--- config.mk ---
export PLATFORM = sky130hd
export DESIGN_NAME = alu_pipe_flat
export DESIGN_NICKNAME = d
export VERILOG_FILES = /design/src/rtl/alu_pkg.sv /design/src/rtl/alu_pipe_if.sv /design/src/rtl/alu_core.sv /design/src/rtl/alu_pipe.sv /design/src/flat_wrapper.sv
export SDC_FILE = /design/constraint.sdc
export NUM_CORES = 1
export LEC_CHECK = 0
export ABC_AREA = 1
export BUFFER_PORTS_ARGS = -buffer_cell sky130_fd_sc_hd__buf_4
export CELL_PAD_IN_SITES_DETAIL_PLACEMENT = 1
export CELL_PAD_IN_SITES_GLOBAL_PLACEMENT = 2
export CORE_MARGIN = 2
export CORE_UTILIZATION = 31
export CTS_BUF_LIST = sky130_fd_sc_hd__clkbuf_16
export CTS_CLUSTER_SIZE = 40
export DETAILED_ROUTE_END_ITERATION = 12
export PLACE_DENSITY_LB_ADDON = 0.1
export SETUP_SLACK_MARGIN = 0.05
export SLEW_MARGIN = 10
export SYNTH_ARGS = -nofsm -noshare
export SYNTH_HDL_FRONTEND = slang
export SYNTH_SLANG_ARGS = --single-unit
--- constraint.sdc ---
create_clock -name clk -period 2.92 [get_ports clk]
set_input_delay 0.584 -clock clk [delete_from_list [all_inputs] [get_ports clk]]
set_output_delay 0.584 -clock clk [all_outputs]
set_load 0.01 [all_outputs]
--- src/rtl/alu_pkg.sv ---
// Shared opcode, flag and helper definitions for the pipelined ALU.
package alu_pkg;

  typedef enum logic [2:0] {
    ALU_ADD  = 3'b000,
    ALU_SUB  = 3'b001,
    ALU_AND  = 3'b010,
    ALU_OR   = 3'b011,
    ALU_XOR  = 3'b100,
    ALU_SHL1 = 3'b101,
    ALU_MIN  = 3'b110,
    ALU_MAX  = 3'b111
  } alu_op_e;

  localparam int ALU_OP_W = 3;

  typedef struct packed {
    logic parity;
    logic overflow;
    logic greater;
    logic is_eq;
    logic less;
  } alu_flags_t;

  localparam alu_flags_t ALU_FLAGS_CLR = '{default: 1'b0};

endpackage

--- src/rtl/alu_pipe_if.sv ---
// Operand-issue and result handshake bundle between the issue logic,
// the ALU pipeline and the writeback/flag consumers.
interface alu_pipe_if
  import alu_pkg::*;
#(
  parameter int WIDTH = 8
) ();

  logic             in_valid;
  logic             in_ready;
  logic [WIDTH-1:0] a;
  logic [WIDTH-1:0] b;
  alu_op_e          op;
  logic             oe;

  logic             out_valid;
  logic             out_ready;
  logic [WIDTH-1:0] y;
  logic             parity;
  logic             overflow;
  logic             greater;
  logic             is_eq;
  logic             less;

  // Environment side: issues operands and consumes results.
  modport master (
    output in_valid, a, b, op, oe, out_ready,
    input  in_ready, out_valid, y, parity, overflow, greater, is_eq, less
  );

  // ALU side.
  modport slave (
    input  in_valid, a, b, op, oe, out_ready,
    output in_ready, out_valid, y, parity, overflow, greater, is_eq, less
  );

endinterface

--- src/rtl/alu_core.sv ---
// Combinational ALU datapath: result, overflow, saturation, compare flags
// and output-enable gating for one operand set.
module alu_core
  import alu_pkg::*;
#(
  parameter int WIDTH  = 8,
  parameter int SIGNED = 0,
  parameter int SAT    = 0
) (
  input  logic [WIDTH-1:0] a,
  input  logic [WIDTH-1:0] b,
  input  alu_op_e          op,
  input  logic             oe,
  output logic [WIDTH-1:0] y,
  output alu_flags_t       flags
);

  // Clamp limits of the active number range.
  localparam logic [WIDTH-1:0] RNG_MAX = (SIGNED != 0) ? {1'b0, {(WIDTH-1){1'b1}}} : {WIDTH{1'b1}};
  localparam logic [WIDTH-1:0] RNG_MIN = (SIGNED != 0) ? {1'b1, {(WIDTH-1){1'b0}}} : {WIDTH{1'b0}};

  logic [WIDTH:0]   sum;
  logic [WIDTH:0]   diff;
  logic             a_lt;
  logic             a_eq;
  logic             ovf;
  logic [WIDTH-1:0] res;
  logic [WIDTH-1:0] sat_val;
  logic [WIDTH-1:0] y_gated;

  // Compute the raw result, its overflow and the saturated replacement.
  always_comb begin
    sum     = {1'b0, a} + {1'b0, b};
    diff    = {1'b0, a} - {1'b0, b};
    a_eq    = (a == b);
    a_lt    = (SIGNED != 0) ? ($signed(a) < $signed(b)) : (a < b);
    res     = '0;
    ovf     = 1'b0;
    // Signed overflow direction always follows the sign of a.
    sat_val = a[WIDTH-1] ? RNG_MIN : RNG_MAX;

    case (op)
      ALU_ADD: begin
        res = sum[WIDTH-1:0];
        if (SIGNED != 0) begin
          ovf = (a[WIDTH-1] == b[WIDTH-1]) && (sum[WIDTH-1] != a[WIDTH-1]);
        end else begin
          ovf     = sum[WIDTH];
          sat_val = RNG_MAX;
        end
      end
      ALU_SUB: begin
        res = diff[WIDTH-1:0];
        if (SIGNED != 0) begin
          ovf = (a[WIDTH-1] != b[WIDTH-1]) && (diff[WIDTH-1] != a[WIDTH-1]);
        end else begin
          ovf     = diff[WIDTH];
          sat_val = RNG_MIN;
        end
      end
      ALU_AND: res = a & b;
      ALU_OR:  res = a | b;
      ALU_XOR: res = a ^ b;
      ALU_SHL1: begin
        res = {a[WIDTH-2:0], 1'b0};
        if (SIGNED != 0) begin
          ovf = a[WIDTH-1] ^ a[WIDTH-2];
        end else begin
          ovf     = a[WIDTH-1];
          sat_val = RNG_MAX;
        end
      end
      ALU_MIN: res = a_lt ? a : b;
      ALU_MAX: res = a_lt ? b : a;
      default: res = '0;
    endcase

    if ((SAT != 0) && ovf) begin
      res = sat_val;
    end
  end

  // Output enable gates only the result and its parity.
  always_comb begin
    y_gated        = oe ? res : '0;
    y              = y_gated;
    flags.parity   = ^y_gated;
    flags.overflow = ovf;
    flags.greater  = !a_lt && !a_eq;
    flags.is_eq    = a_eq;
    flags.less     = a_lt;
  end

endmodule

--- src/rtl/alu_pipe.sv ---
// Two-stage pipelined ALU with valid/ready flow control and a saturating
// overflow-event counter.
module alu_pipe
  import alu_pkg::*;
#(
  parameter int WIDTH  = 8,
  parameter int SIGNED = 0,
  parameter int SAT    = 0,
  parameter int CNT_W  = 16
) (
  input  logic             clk,
  input  logic             rst,
  alu_pipe_if.slave        bus,
  input  logic             ovf_clr,
  output logic [CNT_W-1:0] ovf_count
);

  logic             s1_valid;
  logic [WIDTH-1:0] s1_a;
  logic [WIDTH-1:0] s1_b;
  alu_op_e          s1_op;
  logic             s1_oe;

  logic             s2_valid;
  logic [WIDTH-1:0] s2_y;
  alu_flags_t       s2_flags;

  logic             s2_adv;
  logic             s1_adv;
  logic [WIDTH-1:0] core_y;
  alu_flags_t       core_flags;
  logic             ovf_event;

  // Stage advance conditions; in_ready is the only path combinational from out_ready.
  always_comb begin
    s2_adv       = !s2_valid || bus.out_ready;
    s1_adv       = !s1_valid || s2_adv;
    bus.in_ready = s1_adv;
    ovf_event    = s2_valid && bus.out_ready && s2_flags.overflow;
  end

  alu_core #(
    .WIDTH  (WIDTH),
    .SIGNED (SIGNED),
    .SAT    (SAT)
  ) u_core (
    .a     (s1_a),
    .b     (s1_b),
    .op    (s1_op),
    .oe    (s1_oe),
    .y     (core_y),
    .flags (core_flags)
  );

  // Stage 1: capture an operand beat whenever the stage can move.
  always_ff @(posedge clk) begin
    if (rst) begin
      s1_valid <= 1'b0;
      s1_a     <= '0;
      s1_b     <= '0;
      s1_op    <= ALU_ADD;
      s1_oe    <= 1'b0;
    end else if (s1_adv) begin
      s1_valid <= bus.in_valid;
      if (bus.in_valid) begin
        s1_a  <= bus.a;
        s1_b  <= bus.b;
        s1_op <= bus.op;
        s1_oe <= bus.oe;
      end
    end
  end

  // Stage 2: register result and flags; hold while the consumer stalls.
  always_ff @(posedge clk) begin
    if (rst) begin
      s2_valid <= 1'b0;
      s2_y     <= '0;
      s2_flags <= ALU_FLAGS_CLR;
    end else if (s2_adv) begin
      s2_valid <= s1_valid;
      if (s1_valid) begin
        s2_y     <= core_y;
        s2_flags <= core_flags;
      end
    end
  end

  // Count transferred overflow beats; clear wins over a coincident event.
  always_ff @(posedge clk) begin
    if (rst || ovf_clr) begin
      ovf_count <= '0;
    end else if (ovf_event && (ovf_count != {CNT_W{1'b1}})) begin
      ovf_count <= ovf_count + 1'b1;
    end
  end

  // Drive the result side of the bundle from stage 2.
  always_comb begin
    bus.out_valid = s2_valid;
    bus.y         = s2_y;
    bus.parity    = s2_flags.parity;
    bus.overflow  = s2_flags.overflow;
    bus.greater   = s2_flags.greater;
    bus.is_eq     = s2_flags.is_eq;
    bus.less      = s2_flags.less;
  end

endmodule
--- src/flat_wrapper.sv ---
// flat-port wrapper written by rule: the top's interface ports become plain ports
module alu_pipe_flat import alu_pkg::*;
#(
  parameter int WIDTH  = 8,
  parameter int SIGNED = 0,
  parameter int SAT    = 0,
  parameter int CNT_W  = 16
)
  (clk, rst, ovf_clr, ovf_count, bus_in_valid, bus_a, bus_b, bus_op, bus_oe, bus_out_ready, bus_in_ready, bus_out_valid, bus_y, bus_parity, bus_overflow, bus_greater, bus_is_eq, bus_less);
  alu_pipe_if #(.WIDTH(WIDTH)) bus_i ();
  input  logic clk;
  input  logic rst;
  input  logic ovf_clr;
  output logic [CNT_W-1:0] ovf_count;
  input wire logic [$bits(bus_i.in_valid)-1:0] bus_in_valid;
  input wire logic [$bits(bus_i.a)-1:0] bus_a;
  input wire logic [$bits(bus_i.b)-1:0] bus_b;
  input wire logic [$bits(bus_i.op)-1:0] bus_op;
  input wire logic [$bits(bus_i.oe)-1:0] bus_oe;
  input wire logic [$bits(bus_i.out_ready)-1:0] bus_out_ready;
  output wire logic [$bits(bus_i.in_ready)-1:0] bus_in_ready;
  output wire logic [$bits(bus_i.out_valid)-1:0] bus_out_valid;
  output wire logic [$bits(bus_i.y)-1:0] bus_y;
  output wire logic [$bits(bus_i.parity)-1:0] bus_parity;
  output wire logic [$bits(bus_i.overflow)-1:0] bus_overflow;
  output wire logic [$bits(bus_i.greater)-1:0] bus_greater;
  output wire logic [$bits(bus_i.is_eq)-1:0] bus_is_eq;
  output wire logic [$bits(bus_i.less)-1:0] bus_less;
  assign bus_i.in_valid = bus_in_valid;
  assign bus_i.a = bus_a;
  assign bus_i.b = bus_b;
  assign bus_i.op = bus_op;
  assign bus_i.oe = bus_oe;
  assign bus_i.out_ready = bus_out_ready;
  assign bus_in_ready = bus_i.in_ready;
  assign bus_out_valid = bus_i.out_valid;
  assign bus_y = bus_i.y;
  assign bus_parity = bus_i.parity;
  assign bus_overflow = bus_i.overflow;
  assign bus_greater = bus_i.greater;
  assign bus_is_eq = bus_i.is_eq;
  assign bus_less = bus_i.less;
  alu_pipe #(.WIDTH(WIDTH), .SIGNED(SIGNED), .SAT(SAT), .CNT_W(CNT_W)) u_core (.clk(clk), .rst(rst), .bus(bus_i), .ovf_clr(ovf_clr), .ovf_count(ovf_count));
endmodule
Yosys cells after proc, flatten, opt, wreduce, memory -nomap -nowiden
Cells that the tools add are included.
Operators by class
  reductions and logical operators: 15
  magnitude comparators: 1
  $add $sub $neg: 3
  muxes and demuxes: 5
  bitwise operators: 3
  equality and inequality tests: 9
Operator list (count)
  $pmux W8 S8: 1
  $mux W8: 3
  $add A16 B1 Y16 const B: 1
  $ne A16 B16 Y1 const B: 1
  $eq A3 B3 Y1 const B: 4
  $add A8 B8 Y9: 1
  $sub A8 B8 Y9: 1
  $and A8 B8 Y8: 1
  $eq A8 B8 Y1: 1
  $lt A8 B8 Y1: 1
  $or A8 B8 Y8: 1
  $reduce_xor A8 Y1: 1
  $xor A8 B8 Y8: 1
  $eq A3 B2 Y1 const B: 2
  $logic_and A1 B1 Y1: 4
  $logic_not A1 Y1: 4
  $reduce_and A2 Y1: 2
  $eq A3 B1 Y1 const B: 1
  $logic_not A3 Y1: 1
  $logic_or A1 B1 Y1: 3
  $pmux W1 S3: 1
Word-level totals
  input bits: 25
  flip-flop bits (word level): 51
  word-level logic and storage cells: 49

Logic depth before layout (Yosys ltp)
  depth after elaboration: 5
  gate-level depth with buffers: 23
  gate-level depth less buffers: 22

Hierarchy
From an unflattened synthesis, not the netlist that was laid out.
Unflattened totals
  cell total of the unflattened synthesis: 648
  area total of the unflattened synthesis: 4036.4 um2
Modules (own cells, without submodules)
  alu_pipe: area an instance 2158.3 um2, times used 1, cells each 310, seq. area each 1021.0 um2
  alu_core: area an instance 1878.1 um2, times used 1, cells each 338, seq. area each 0.0 um2

Worst setup path before layout
Ideal clock, no wire load.
  path kind: flip-flop to flip-flop
  start: register u_core.s1_a[6]
  end: register u_core.s2_flags, in the netlist u_core.bus.parity
  arrival time: 2.236 ns
  stages on the path, launching flop included: 21
  path slack: 0.576 ns
  buffers on the path: 1
  clock period less this slack: 2.344 ns
  cells stage by stage: dfxtp_1 -> inv_1 -> ha_1 -> inv_2 -> nand2_2 -> nand2_2 -> a21oi_4 -> nand3_4 -> buf_6 -> nand2_1 -> nand3_1 -> nand3_2 -> nand3_1 -> nand2_1 -> nand2_1 -> nand2_1 -> nand2_1 -> nand2_1 -> nand3_1 -> nand2_1 -> inv_1
Between the ends
  cells in the longest elaborated chain, start to end: 5
  elaborated cells between the ends (all ways): 11
  those cells by class: add/sub: 2; order compare: 1; mux: 4; bitwise: 3; reduce/logical: 1
RTL lines
  start, declared: line alu_pipe.sv:19  | logic [WIDTH-1:0] s1_a;
  start signal, assigned: line alu_pipe.sv:66  | s1_a <= bus.a;
  $lt A8 B8 Y1: line alu_core.sv:36  | a_lt = (SIGNED != 0) ? ($signed(a) < $signed(b)) : (a < b);
  $mux W8, on equally long branches: line alu_core.sv:74, alu_core.sv:73
  $pmux W8 S8 *: line alu_core.sv:42  | case (op)
  $mux W8 *: line alu_core.sv:85  | y_gated = oe ? res : '0;
  $reduce_xor A8 Y1 *: line alu_core.sv:87  | flags.parity = ^y_gated;
  end signal, assigned: line alu_pipe.sv:84  | s2_flags <= core_flags;
  end, declared: line alu_pipe.sv:26  | alu_flags_t s2_flags;
Mark *: on every way between the ends. The rest lies on a longest branch, timed or not.
A chain may end at the register's enable or synchronous reset.

Worst setup path after layout
  start: register u_core.s1_a[5]
  end: register u_core.s2_flags, in the netlist u_core.bus.parity
Same word-level chain as after synthesis.

==> flow_metrics.py <==
metrics = {
    "route": {
        "drt_first_pass_iters": 4,
        "wire_per_inst_um": 17.8,
        "route.antenna.remaining_nets": 0,
        "drtIter0Drc": 222,
        "totalWireLength_um": 13700,
        "drc": 0,
        "vias": 4086,
        "via_per_inst": 5.29,
    },
    "power": {
        "combPwrFrac_pct": 35.5,
        "switching_share_pct": 37.2,
        "total_power_mw": 2.14,
        "p_sw_mw": 0.798,
        "p_clk_share_pct": 29.0,
        "ir_drop_v": 0.000283,
        "intPower_mw": 1.35,
        "seqPwrFrac_pct": 35.5,
        "power.density_nw_per_um2": 458,
        "p_leak_nw": 2.12,
    },
    "placed_design": {
        "dpl_cell_area_sq_um": 4270,
        "io_buffers": 55,
        "dp_hpwl_um": 10400,
        "place_congestion": 0.888,
    },
    "timing": {
        "slew_headroom_pct": 48.4,
        "rsz0062_at_grt": "no",
        "clock_skew_ps": 2.84,
        "period_needed_ps": 2600,
        "worst_slew_pin_slew_ps": 770,
        "max_freq_ghz": 0.384,
        "fin_crit_sh_pct": 89.2,
        "hold_viol": 0,
        "maxSlewViolCount": 0,
        "finalSetupViolations": 0,
    },
    "floorplan": {
        "initial_core_util_pct": 31.8,
        "rows": 39,
        "die_w_um": 112,
        "ios": 56,
        "die_y_um": 112,
        "die_area_sq_um": 12600,
        "coreArea_sq_um": 11400,
    },
    "synth": {
        "avgSynthCellArea_sq_um": 6.50,
        "synth_top_cells_by_count": "nand2_1, inv_1, nand3_1, a21oi_1, o21ai_0",
        "yosysMostFrequentCell": "nand2_1",
        "synthCells": 559,
        "ys_seq_area_share_pct": 28.1,
        "ys_ff_latch": 51,
        "ys_types": 39,
        "syn_nets": 611,
        "synth_area_sq_um": 3630,
        "yosys.area.top_type": "dfxtp_1",
        "synthArstFlopShare_pct": 0,
        "synth_area_leaders": "dfxtp_1, nand2_1, nand3_1, ha_1, a21oi_1",
        "synth_ff_type": "dfxtp_1",
        "synth_edf_count": 0,
        "ys.warnings.count": 0,
        "yosysTopAreaCellShare_pct": 28.1,
    },
    "clock_network": {
        "cts_root_buf": "clkbuf_16",
        "cts_buffers": 5,
        "cts_max_level": 2,
        "clk_latency_ps": 300,
        "clkSinkCount": 51,
        "cts_tree": "done",
        "cts.clk_slew.worst_paths_ps": 70,
        "clockBufferDepth": 2,
    },
    "final_layout": {
        "fin_util_pct": 41.0,
        "drive_gt1_share_pct": 22.9,
        "area_growth_pct": 28.7,
        "fin_area_sq_um": 4680,
        "antenna_cells": 0,
        "fin_nets": 681,
    },
    "global_routing": {
        "overflow": 0,
        "grt_pass1_wl_um": 21700,
        "grt_usage_pct": 22.0,
        "grt_max_degree": 24,
        "first_global_vias": 4181,
        "antenna_found_initial": 0,
    },
    "setup_path": {
        "cp_data_required_time_ps": 3130,
        "end_kind": "register",
        "cp_common_cell": "nand2_1",
        "slowest_stage": "dfxtp_2",
        "r2r-start": "u_core.s1_a[5]",
        "crit_type": "reg -> reg",
        "timing.rr.end": "u_core.bus.parity",
        "regToRegSetupSlack_ps": 320,
        "cp.arrival_ps": 2810,
        "crit_fanout": 5,
        "path_cells": "inv_2 -> ha_2 -> inv_2 -> nand2_2 -> nor2_4 -> nand3_4 -> nand3_2 -> nand2_1 -> nand3_1 -> nand3_1 -> nand2_1 -> inv_2 -> nand2_1 -> nand2_1 -> nand2_1 -> nand2_1 -> nand2_1 -> nand3_1 -> nand2_1 -> inv_1",
        "cpPeakStageDelay_ps": 340,
        "cp-start-kind": "register",
        "reg2reg_depth": 20,
    },
    "min_path": {
        "holdPathEnd": "u_core.ovf_count[5]",
        "hold_path_depth": 2,
        "worstHoldStart": "u_core.ovf_count[5]",
        "hp-class": "reg -> reg",
    },
    "job": {
        "maxCapViolations": 0,
    },
    "status": {
        "outcome": "finished clean",
    },
}
-- worst max-delay path by stage --
stage | from | end
6_report | u_core.s1_a[5] | u_core.bus.parity
3_5_place_dp | u_core.s1_a[6] | u_core.bus.parity
4_1_cts | u_core.s1_a[6] | u_core.bus.parity
2_1_floorplan | u_core.s1_a[6] | u_core.bus.parity
5_1_grt | u_core.s1_b[1] | u_core.bus.parity
3_3_place_gp | u_core.s1_a[6] | u_core.bus.parity
-- critical path, delay by kind of cell (launching register included) --
kind / cells / cell delay [ps]
AND/OR/NAND/NOR: 15 / 1570
adder cells (fa/ha/maj): 1 / 320
buffers and inverters: 4 / 290
flip-flops: 1 / 340
-- cells in the final DEF (no fill, tap or decap), types with 2 or more instances in the layout --
cell type and count:
nand3_4 3, nor2_1 32, a21oi_1 60, nand2_2 7, o221ai_1 2, nor3_2 2
nor3_1 11, nand2_4 2, o211ai_1 2, nand3_1 61, nor2_2 5, dfxtp_1 46
buf_4 74, o21ai_0 58, dfxtp_2 4, nand4_1 6, clkbuf_16 5, a31oi_1 2
buf_12 2, o22ai_1 5, xor2_1 3, inv_1 59, ha_4 6, inv_2 17
ha_1 18, nand3b_1 3, a211oi_1 2, nand3_2 5, nand2_1 105
-- state kept, by name, summed over array words and instances, names as in the netlist --
name	flops
u_core.s1_a	8
u_core.bus.is_eq	1
u_core.bus.greater	1
u_core.s1_oe	1
u_core.s1_valid	1
u_core.bus.y	8
u_core.bus.parity	1
u_core.bus.overflow	1
u_core.s1_b	8
u_core.bus.out_valid	1
u_core.bus.less	1
u_core.ovf_count	16
u_core.s1_op	3
-- stage by stage --
| step | cells | setup slack (ps) | setup TNS (ps) | hold WS, ps |
|---|---|---|---|---|
| 4_1_cts | 767 | 60.8 | 0 | 491 |
| 3_3_place_gp | 755 | 102 | 0 | 462 |
| 6_report | 773 | 316 | 0 | 494 |
| 5_1_grt | 773 | 33.8 | 0 | 498 |
| 3_5_place_dp | 755 | -20.8 | -20.8 | 479 |
| 2_1_floorplan | 559 | 576 | 0 | 484 |
-- metal layers --
metal	wire length [um]	up-vias	GRT usage (%)
li1	-	2015	-
met1	5790	1945	26.6
met2	6760	91	38.7
met3	627	35	3.35
met4	558	0	9.19
met5	0	-	0
-- logic make-up (layout without fill, tap and decap cells) --
group | after synthesis | after routing | share of synthesized area [%]
flops | 51 | 51 | 28.1
fa+ha+maj | 27 | 27 | 9.71
compound gates | 138 | 138 | 20.4
buf+inv | 95 | 163 | 10.2
xor+xnor | 4 | 4 | 0.964
simple gates | 244 | 247 | 30.6
-- repair_timing --
action,in CTS,in global routing
pin swaps,2,6
endpoints found under the setup margin,1,1
resized for setup,3,38
gates cloned,1,2
hold buffers,0,0
setup buffers,3,4
-- cell type report --
type / count / area, sq um
timing repair buffer: 77 / 607
fill: 1471 / 6740
clock buffer: 5 / 125
multi-input combinational: 416 / 2420
clock inverter: 3 / 23.8
tap: 143 / 179
inverter: 78 / 295
sequential: 51 / 1030
-- power by group through the flow --
stage	combinational, mW	sequential (mW)	clock, mW
2_1_floorplan	0.421	0.773	0
3_3_place_gp	0.633	0.773	0
3_5_place_dp	0.646	0.775	0
4_1_cts	0.676	0.759	0.640
5_1_grt	0.844	0.766	0.668
6_report	0.761	0.760	0.622
No activity file was read; power rests on OpenSTA's default activity.
